===== src/rtl/error_frame_ctrl.sv =====
// Error-frame sequencer for a CAN-style node: drives error flag and delimiter,
// maintains TEC/REC fault-confinement counters and handles bus-off recovery.
module error_frame_ctrl #(
  parameter int FLAG_LEN  = 6,
  parameter int DELIM_LEN = 8,
  parameter int RECOV_SEQ = 128
) (
  input  logic       clk,
  input  logic       reset,
  input  logic       SP,
  input  logic       RX_BIT,
  input  logic       STF_E,
  input  logic       EOF_E,
  input  logic       CRC_E,
  input  logic       FRM_E,
  input  logic       IS_TX,
  input  logic       FRAME_OK,
  output logic       TX_BIT,
  output logic       ERROR,
  output logic [1:0] ERR_STATE,
  output logic [8:0] TEC,
  output logic [7:0] REC,
  output logic [2:0] o_dbg_state
);

  localparam int FCW = $clog2(FLAG_LEN + 1);
  localparam int DCW = $clog2(DELIM_LEN + 1);
  localparam int SCW = $clog2(RECOV_SEQ + 1);
  localparam logic [FCW-1:0] FLAG_LAST  = FCW'(FLAG_LEN);
  localparam logic [DCW-1:0] DELIM_LAST = DCW'(DELIM_LEN);
  localparam logic [SCW-1:0] SEQ_LAST   = SCW'(RECOV_SEQ);
  localparam logic [3:0]     RUN_LAST   = 4'd10;

  typedef enum logic [2:0] {
    S_IDLE   = 3'd0,
    S_FLAG   = 3'd1,
    S_DWAIT  = 3'd2,
    S_DELIM  = 3'd3,
    S_BUSOFF = 3'd4
  } state_t;

  state_t         r_state;
  logic [8:0]     r_tec;
  logic [7:0]     r_rec;
  logic [FCW-1:0] r_flag_cnt;
  logic [DCW-1:0] r_delim_cnt;
  logic [3:0]     r_run_cnt;
  logic [SCW-1:0] r_seq_cnt;
  logic           r_tx_bit;
  logic           r_error;

  state_t         w_state_nxt;
  logic [8:0]     w_tec_nxt;
  logic [7:0]     w_rec_nxt;
  logic [FCW-1:0] w_flag_nxt;
  logic [DCW-1:0] w_delim_nxt;
  logic [3:0]     w_run_nxt;
  logic [SCW-1:0] w_seq_nxt;
  logic           w_tx_nxt;
  logic           w_error_nxt;
  logic           w_raise;
  logic           w_err_evt;
  logic [DCW-1:0] w_delim_inc;
  logic [SCW-1:0] w_seq_inc;

  // TEC >= 256 is exactly bit 8; below that, bit 7 marks >= 128.
  function automatic logic [1:0] f_err_state(input logic [8:0] tec, input logic [7:0] rec);
    if (tec[8]) return 2'b10;
    else if (tec[7] || rec[7]) return 2'b01;
    else return 2'b00;
  endfunction

  assign w_err_evt   = ~(STF_E & EOF_E & CRC_E & FRM_E);
  assign w_delim_inc = r_delim_cnt + 1'b1;
  assign w_seq_inc   = r_seq_cnt + 1'b1;

  always_comb begin
    w_state_nxt = r_state;
    w_tec_nxt   = r_tec;
    w_rec_nxt   = r_rec;
    w_flag_nxt  = r_flag_cnt;
    w_delim_nxt = r_delim_cnt;
    w_run_nxt   = r_run_cnt;
    w_seq_nxt   = r_seq_cnt;
    w_raise     = 1'b0;
    if (SP) begin
      case (r_state)
        S_IDLE: begin
          if (w_err_evt) begin
            w_raise = 1'b1;
          end else if (FRAME_OK) begin
            if (IS_TX) begin
              if (r_tec != 9'd0) w_tec_nxt = r_tec - 9'd1;
            end else if (r_rec != 8'd0) begin
              w_rec_nxt = r_rec - 8'd1;
            end
          end
        end
        S_FLAG: begin
          if (r_flag_cnt == FLAG_LAST) begin
            w_state_nxt = S_DWAIT;
            w_flag_nxt  = '0;
          end else begin
            w_flag_nxt = r_flag_cnt + 1'b1;
          end
        end
        S_DWAIT: begin
          // The first recessive sample already counts as delimiter bit one.
          if (RX_BIT) begin
            w_state_nxt = S_DELIM;
            w_delim_nxt = DCW'(1);
          end
        end
        S_DELIM: begin
          if (!RX_BIT) begin
            w_raise = 1'b1;
          end else if (w_delim_inc == DELIM_LAST) begin
            w_state_nxt = S_IDLE;
            w_delim_nxt = '0;
          end else begin
            w_delim_nxt = w_delim_inc;
          end
        end
        S_BUSOFF: begin
          if (!RX_BIT) begin
            w_run_nxt = '0;
          end else if (r_run_cnt == RUN_LAST) begin
            w_run_nxt = '0;
            if (w_seq_inc == SEQ_LAST) begin
              w_seq_nxt   = '0;
              w_tec_nxt   = 9'd0;
              w_rec_nxt   = 8'd0;
              w_state_nxt = S_IDLE;
            end else begin
              w_seq_nxt = w_seq_inc;
            end
          end else begin
            w_run_nxt = r_run_cnt + 4'd1;
          end
        end
        default: w_state_nxt = S_IDLE;
      endcase

      // Raising an error: TEC is always below 256 here, so +8 fits in 9 bits.
      if (w_raise) begin
        w_delim_nxt = '0;
        if (IS_TX) w_tec_nxt = r_tec + 9'd8;
        else if (r_rec != 8'hFF) w_rec_nxt = r_rec + 8'd1;
        if (w_tec_nxt[8]) begin
          w_state_nxt = S_BUSOFF;
          w_run_nxt   = '0;
          w_seq_nxt   = '0;
          w_flag_nxt  = '0;
        end else begin
          w_state_nxt = S_FLAG;
          w_flag_nxt  = FCW'(1);
        end
      end
    end

    w_tx_nxt = 1'b1;
    if (w_state_nxt == S_FLAG && f_err_state(w_tec_nxt, w_rec_nxt) == 2'b00) w_tx_nxt = 1'b0;
    w_error_nxt = (w_state_nxt == S_IDLE);
  end

  always_ff @(posedge clk or negedge reset) begin
    if (!reset) begin
      r_state     <= S_IDLE;
      r_tec       <= 9'd0;
      r_rec       <= 8'd0;
      r_flag_cnt  <= '0;
      r_delim_cnt <= '0;
      r_run_cnt   <= '0;
      r_seq_cnt   <= '0;
      r_tx_bit    <= 1'b1;
      r_error     <= 1'b1;
    end else begin
      r_state     <= w_state_nxt;
      r_tec       <= w_tec_nxt;
      r_rec       <= w_rec_nxt;
      r_flag_cnt  <= w_flag_nxt;
      r_delim_cnt <= w_delim_nxt;
      r_run_cnt   <= w_run_nxt;
      r_seq_cnt   <= w_seq_nxt;
      r_tx_bit    <= w_tx_nxt;
      r_error     <= w_error_nxt;
    end
  end

  assign TX_BIT      = r_tx_bit;
  assign ERROR       = r_error;
  assign TEC         = r_tec;
  assign REC         = r_rec;
  assign ERR_STATE   = f_err_state(r_tec, r_rec);
  assign o_dbg_state = r_state;

endmodule


===== config.mk =====
export PLATFORM = sky130hd
export DESIGN_NAME = error_frame_ctrl
export DESIGN_NICKNAME = d
export VERILOG_FILES = /design/src/rtl/error_frame_ctrl.sv
export SDC_FILE = /design/constraint.sdc
export NUM_CORES = 1
export LEC_CHECK = 0
export ABC_CLOCK_PERIOD_IN_PS = 4059
export BUFFER_PORTS_ARGS = -buffer_cell sky130_fd_sc_hd__buf_4
export CORE_UTILIZATION = 44
export DETAILED_ROUTE_END_ITERATION = 16
export SETUP_SLACK_MARGIN = 0.5
export SLEW_MARGIN = 20
export SYNTH_ARGS = -nofsm -noshare
export SYNTH_HDL_FRONTEND = slang
export SYNTH_SLANG_ARGS = --single-unit

===== constraint.sdc =====
create_clock -name clk -period 4.06 [get_ports clk]
set_clock_uncertainty 0.15 [all_clocks]
set_input_delay 0.812 -clock clk [delete_from_list [all_inputs] [get_ports clk]]
set_output_delay 0.812 -clock clk [all_outputs]
set_load 0.02 [all_outputs]

==> qor.yml, run 1 <==
synth:
  synthArstFlopShare_pct: 100
  yosysTopAreaCell: "dfrtp_1"
  synth-edff-count: 0
  synthesis.area_mm2: 0.00316
  synth_common_cells: "o21ai_0 (45), nand2_1 (42), dfrtp_1 (39)"
  synth_most_common_cell: "o21ai_0"
  synth.avg_cell_area_um2: 7.93
  ys_seq_area_share_pct: 32.6
  synth_area_leaders: "dfrtp_1 (31%), o21ai_0 (7.1%), nand2_1 (5.0%), ha_1 (4.4%), nor2_1 (3.2%)"
  synth-seq-cells: 41
  ys.flop_type: "dfrtp_1"
  synthCells: 398
  synth_cell_types: 67
  synth_warnings: 0
  syn_nets: 419
  synth_top_area_share_pct: 30.9
setup_path:
  cp.arrival_ns: 3.30
  reg2reg_slack_ns: 0.83
  r2r_cells: 9
  cp_cell_sequence: "inv_1 -> ha_1 -> or3b_2 -> or4_1 -> o311ai_1 -> a21oi_1 -> a211o_1 -> nor2b_1 -> or4b_1"
  cp.required_ns: 4.13
  path_delay_family: "simple AND/OR/NAND/NOR gates"
  cp_slowest_cell: "or4_1"
  crit_fanout: 7
  path_class: "register to register"
  crit_path_end_kind: "register"
  r2r-end: "TX_BIT"
  crit_path_start_kind: "register"
  cp_num_buf_inv: 1
  crit_path_max_incr_delay_ns: 0.52
place:
  placed_cell_area_mm2: 0.00346
  place.gp.congestion: 0.872
  dpl.hpwl_mm: 6.05
  portBuffers: 33
power:
  pwr-share-comb_pct: 53.3
  p_leak_uw: 0.00149
  power_frac_clock_pct: 12.9
  p_sw_share_pct: 49.0
  switchingPower_uw: 1060
  p_int_uw: 1110
  power_uw: 2170
  seq_power_share_pct: 33.7
  peakVddDrop_mv: 0.298
  pwr_density_cell_mw_per_mm2: 612
cells_and_area:
  fin_area_mm2: 0.00354
  fin_nets: 439
  syn_to_final_growth_pct: 12.3
  layout-drive-gt1-share_pct: 14.8
  diodes: 0
sta:
  relSlewSlack_pct: 47.4
  fin_crit_sh_pct: 79.5
  hold_viol: 0
  setup_viol: 0
  rsz0062_at_grt: "no"
  fin_tns_setup_ns: 0
  period_minus_slack_ns: 3.23
  hold_slack_ns: 0.339
  clock.fmax_mhz: 310
  slew_violations: 0
  worst_slew_pin_slew_ns: 0.788
floorplanning:
  die_h_um: 86.7
  num_io_pins: 34
  core-area_mm2: 0.00687
  num_rows: 30
  die_area_mm2: 0.00752
  start_util_pct: 46.0
  fp.dieW_um: 86.7
job:
  cap_violations: 0
drt:
  drtAntennaViolNets: 0
  drt-initial-drc-count: 223
  drt_pass1_iterations: 6
  drt-total-wl_mm: 8.69
  remaining_drc_errors: 0
  vias: 3146
  wl_per_cell_um: 16.9
  post_drt_via_cell_ratio: 6.11
status:
  status: "completed"
clocking:
  cts_tree: "done"
  htree_levels: 2
  cts_resized: 0
  clockBufferDepth: 2
  cts-hold-fix-buffers: 0
  clk_latency_ns: 0.30
  cts_setup_buffers: 0
  cts-buffers-inserted: 5
  clkTransAtPathRegs_ns: 0.09
  clock-sinks: 41
  ctsRootBufferMaster: "clkbuf_8"
global_route:
  grt_remaining_overflow: 0
  antenna_found_initial: 0
  grt_max_degree: 43
  track_usage_pct: 24.8
  grt_pass1_wl_mm: 14.6
  grt_pass1_vias: 2973
hold_path:
  min_path_type: "input port to async pin"
==> worst max path at each step <==
stage	cells after the start	to	from	slack [ns]
2_1_floorplan	7	TX_BIT	FRM_E	0.96
3_3_place_gp	8	TX_BIT	FRM_E	0.76
3_5_place_dp	8	TX_BIT	FRM_E	0.63
4_1_cts	9	TX_BIT	register	0.84
5_1_grt	9	TX_BIT	register	0.68
6_report	9	TX_BIT	register	0.83
==> final cells by class <==
cell class / instances / area, um2
fillers: 688 / 3320
multi-input cells: 309 / 1930
flip-flops and latches: 41 / 1030
repair buffers: 40 / 300
well taps: 96 / 120
inverters: 21 / 78.8
clock buffers: 5 / 68.8
clock inverters: 3 / 17.5
==> cell families after synthesis <==
| group | after synthesis | share of synthesized area (%) |
|---|---|---|
| AO/OA/AOI/OAI | 139 | 29.5 |
| XOR/XNOR | 6 | 1.66 |
| adder cells (fa/ha/maj) | 11 | 4.36 |
| buffers and inverters | 48 | 6.26 |
| flip-flops | 41 | 32.6 |
| multiplexers | 2 | 0.634 |
| AND/OR/NAND/NOR | 151 | 25.0 |
==> metrics by stage <==
step / utilization, % / setup slack [ns] / std cells
4_1_cts: 51.6 / 0.843 / 515
3_3_place_gp: 50.3 / 0.757 / 507
2_1_floorplan: - / 0.963 / 398
6_report: 51.6 / 0.833 / 515
3_5_place_dp: 50.3 / 0.634 / 507
5_1_grt: 51.6 / 0.682 / 515
==> sequential cells by signal (all words and copies together), names as in the netlist, named ones only <==
name,count
r_flag_cnt,3
REC,8
r_delim_cnt,4
r_seq_cnt,8
ERROR,1
TEC,6
TX_BIT,1
o_dbg_state,3
r_run_cnt,4
==> power groups by stage <==
stage / clock [uW] / combinational (uW) / sequential (uW)
after floorplan: 0 / 758 / 743
after detailed placement: 0 / 1140 / 734
after CTS: 287 / 1150 / 727
after global routing: 308 / 1280 / 759
final: 280 / 1160 / 732
after global placement: 0 / 1150 / 733
==> cell usage in the layout, fill, tap and decap left out, types with 3 or more instances in the layout <==
master	count
buf_4	40
nand3b_1	3
o2111ai_1	3
or2_2	3
a31o_2	3
a22o_1	3
nand2_1	42
nand4_1	12
o21bai_1	3
a31oi_1	8
o21a_1	3
nor3b_1	4
o311ai_0	3
a21oi_1	20
o2bb2ai_1	3
a22oi_1	5
o22ai_1	4
nor2_1	27
and2_1	4
and3_1	3
nor3_1	14
inv_1	20
nand2b_1	4
dfrtp_1	39
and4_1	3
ha_1	11
clkbuf_8	5
a211o_1	3
nand3_1	14
nor4_1	4
o31ai_1	6
a41oi_1	3
a21o_1	5
o21ai_0	45
xnor2_1	4
o211ai_1	3
==> layer usage <==
metal | routed length [um] | global-route usage, %
met1 | 4130 | 33.4
met2 | 4020 | 39.8
met3 | 373 | 3.81
met4 | 172 | 9.85
met5 | 0 | 0
Power figures use the tool's default switching activity.
==> run 2: changes to the inputs <==
--- a/config.mk
+++ b/config.mk
@@ -5,7 +5,8 @@
 export SDC_FILE = /design/constraint.sdc
 export NUM_CORES = 1
 export LEC_CHECK = 0
-export ABC_CLOCK_PERIOD_IN_PS = 4059
+export ABC_AREA = 1
+export ABC_CLOCK_PERIOD_IN_PS = 3000
 export BUFFER_PORTS_ARGS = -buffer_cell sky130_fd_sc_hd__buf_4
 export CORE_UTILIZATION = 44
 export DETAILED_ROUTE_END_ITERATION = 16
==> constraint.sdc (replaced) <==
create_clock -name clk -period 3 [get_ports clk]
set_clock_uncertainty 0.15 [all_clocks]
set_input_delay 0.6 -clock clk [delete_from_list [all_inputs] [get_ports clk]]
set_output_delay 0.6 -clock clk [all_outputs]
set_load 0.02 [all_outputs]
==> qor.yml, run 2 <==
status:
  status: "completed"
cells_and_area:
  diodes: 0
  syn_to_final_growth_pct: 19.0
  layout-drive-gt1-share_pct: 19.8
  final_common_cell: "nand2_1"
  fillers: 666
  fin_nets: 509
  final_cell_mix: "nand2_1 (84), inv_1 (62), buf_4 (49)"
sta:
  slew_violations: 0
  rsz0062_at_grt: "yes"
  setup_slack_ns: 0.688
  worst_slew_pin_slew_ns: 0.586
  fin_tns_setup_ns: 0
  hold_viol: 0
  setup_viol: 0
  fin_crit_sh_pct: 77.1
  relSlewSlack_pct: 60.7
  clock.fmax_mhz: 433
  period_minus_slack_ns: 2.31
synth:
  synthesis.area_mm2: 0.00314
  synth_warnings: 0
  synth-edff-count: 0
  synth_common_cells: "nand2_1 (84), inv_1 (63), nand3_1 (45)"
  yosysTopAreaCell: "dfrtp_1"
  synth_top_area_share_pct: 31.1
  synth_area_leaders: "dfrtp_1 (31%), nand2_1 (10%), inv_1 (7.5%), nand3_1 (7.2%), o21ai_0 (6.8%)"
  synth_most_common_cell: "nand2_1"
  synth-seq-cells: 41
  synth_cell_types: 39
  syn_nets: 464
  synth.avg_cell_area_um2: 7.09
  ys_seq_area_share_pct: 32.7
  ys.flop_type: "dfrtp_1"
  synthArstFlopShare_pct: 100
  synthCells: 443
power:
  p_leak_uw: 0.00177
  pwr_density_cell_mw_per_mm2: 1010
  peakVddDrop_mv: 0.459
clocking:
  ctsRootBufferMaster: "clkbuf_8"
  htree_levels: 2
  clk_latency_ns: 0.31
  cts-buffers-inserted: 5
  cts_tree: "done"
  clock-sinks: 41
  clockBufferDepth: 2
  clkTransAtPathRegs_ns: 0.10
place:
  place.gp.congestion: 0.864
  place_ws_ns: 0.394
  portBuffers: 33
  dpl.hpwl_mm: 5.57
setup_path:
  cp.arrival_ns: 2.38
  startpoint: "r_seq_cnt[0]"
  crit_path_start_kind: "register"
  crit_fanout: 7
  reg2reg_slack_ns: 0.69
  r2r-end: "r_seq_cnt[6]"
  path_class: "register to register"
  cp.required_ns: 3.07
  crit_path_end_kind: "register"
  endpoint: "r_seq_cnt[6]"
  r2r_cells: 15
  reg2reg_from: "r_seq_cnt[0]"
floorplanning:
  num_io_pins: 34
  core-area_mm2: 0.00683
  die_h_um: 86.5
  start_util_pct: 46.0
  fp.dieW_um: 86.5
  die_area_mm2: 0.00748
  num_rows: 30
global_route:
  grt_remaining_overflow: 0
  grt_max_degree: 44
  grt_pass1_vias: 2919
  antenna_found_initial: 0
  track_usage_pct: 23.1
  grt_pass1_wl_mm: 13.7
drt:
  wl_per_cell_um: 13.7
  remaining_drc_errors: 0
  drtAntennaViolNets: 0
  post_drt_via_cell_ratio: 5.31
  drt-initial-drc-count: 150
  drt_pass1_iterations: 4
  drt-total-wl_mm: 7.99
  vias: 3106
hold_path:
  min_path_type: "input port to async pin"
job:
  cap_violations: 0
-- run 2: changes by cell type after synthesis, sizes merged, moves of 6 or more --
cell	change
xor2	+11
nand2	+47
o31ai	-6
clkbuf	-9
buf	-7
inv	+48
o22ai	+11
nor2	+12
nand3	+33
-- run 2: logic make-up after synthesis --
family	Yosys count	share of synthesized area, %
buf+inv	80	10.2
simple gates	197	29.4
flops	41	32.7
compound gates	100	19.4
fa+ha+maj	11	4.38
xor+xnor	14	3.90
-- run 2: area by class of cell --
class | instances | area [um2] | share of cell area, %
Tap cell | 96 | 120 | 3.21
Multi-Input combinational cell | 322 | 1840 | 49.2
Clock inverter | 3 | 46.3 | 1.24
Clock buffer | 5 | 68.8 | 1.84
Timing Repair Buffer | 49 | 368 | 9.83
Sequential cell | 41 | 1030 | 27.6
Inverter | 69 | 265 | 7.09
-- run 2: worst max-delay path, stage by stage, from the launching register on --
cell and delay, ns:
dfrtp_1 0.39, ha_2 0.20, nand2_1 0.08, nor2_2 0.10, nand2_1 0.05, nand2_1 0.05, nand2_1 0.06, nor2_1 0.12
nand4_1 0.16, nand2_2 0.17, nand3_1 0.12, nand3_2 0.10, nand2_1 0.10, nand2_4 0.13, nand2_4 0.09, o22ai_1 0.16
-- run 2: per-layer routing --
layer | up-vias | global-route usage (%) | share of wire (%)
met5 | - | 0 | 0
met4 | 0 | 7.73 | 0.95
met3 | 8 | 3.71 | 4.2
met2 | 78 | 37.5 | 47
met1 | 1443 | 31.4 | 48
li1 | 1577 | - | -
-- run 2: worst min-delay path by stage --
stage | endpoint | slack (ns) | depth (start not counted)
floorplan | REC[0] | 0.15 | 0
global route | r_seq_cnt[6] | 0.17 | 1
global placement | r_flag_cnt[2] | 0.37 | 2
detailed placement | r_flag_cnt[2] | 0.37 | 2
CTS | REC[5] | 0.15 | 1
finish | REC[5] | 0.13 | 1
-- run 2: stage by stage --
stage | cell area [um2] | instances | hold slack, ns | power [uW] | utilization [%]
floorplan | 3140 | 443 | 0.154 | 2540 | -
global placement | 3460 | 562 | 0.367 | 3100 | 50.7
detailed placement | 3460 | 562 | 0.372 | 3110 | 50.7
CTS | 3590 | 571 | 0.147 | 3630 | 52.6
global route | 3740 | 585 | 0.172 | 4110 | 54.8
finish | 3740 | 585 | 0.126 | 3770 | 54.8
-- run 2: report_power, final --
part | switching [uW] | internal, uW | leakage, uW
sequential | 289 | 775 | 0.000519
combinational | 1370 | 857 | 0.00120
clock | 237 | 250 | 0.0000543
total | 1890 | 1880 | 0.00177
-- run 2: what timing repair did --
action	in CTS	in global routing
pin swaps	2	8
endpoints found under the setup margin	1	29
gates resized for setup	2	15
hold buffers	0	0
setup buffers	1	14
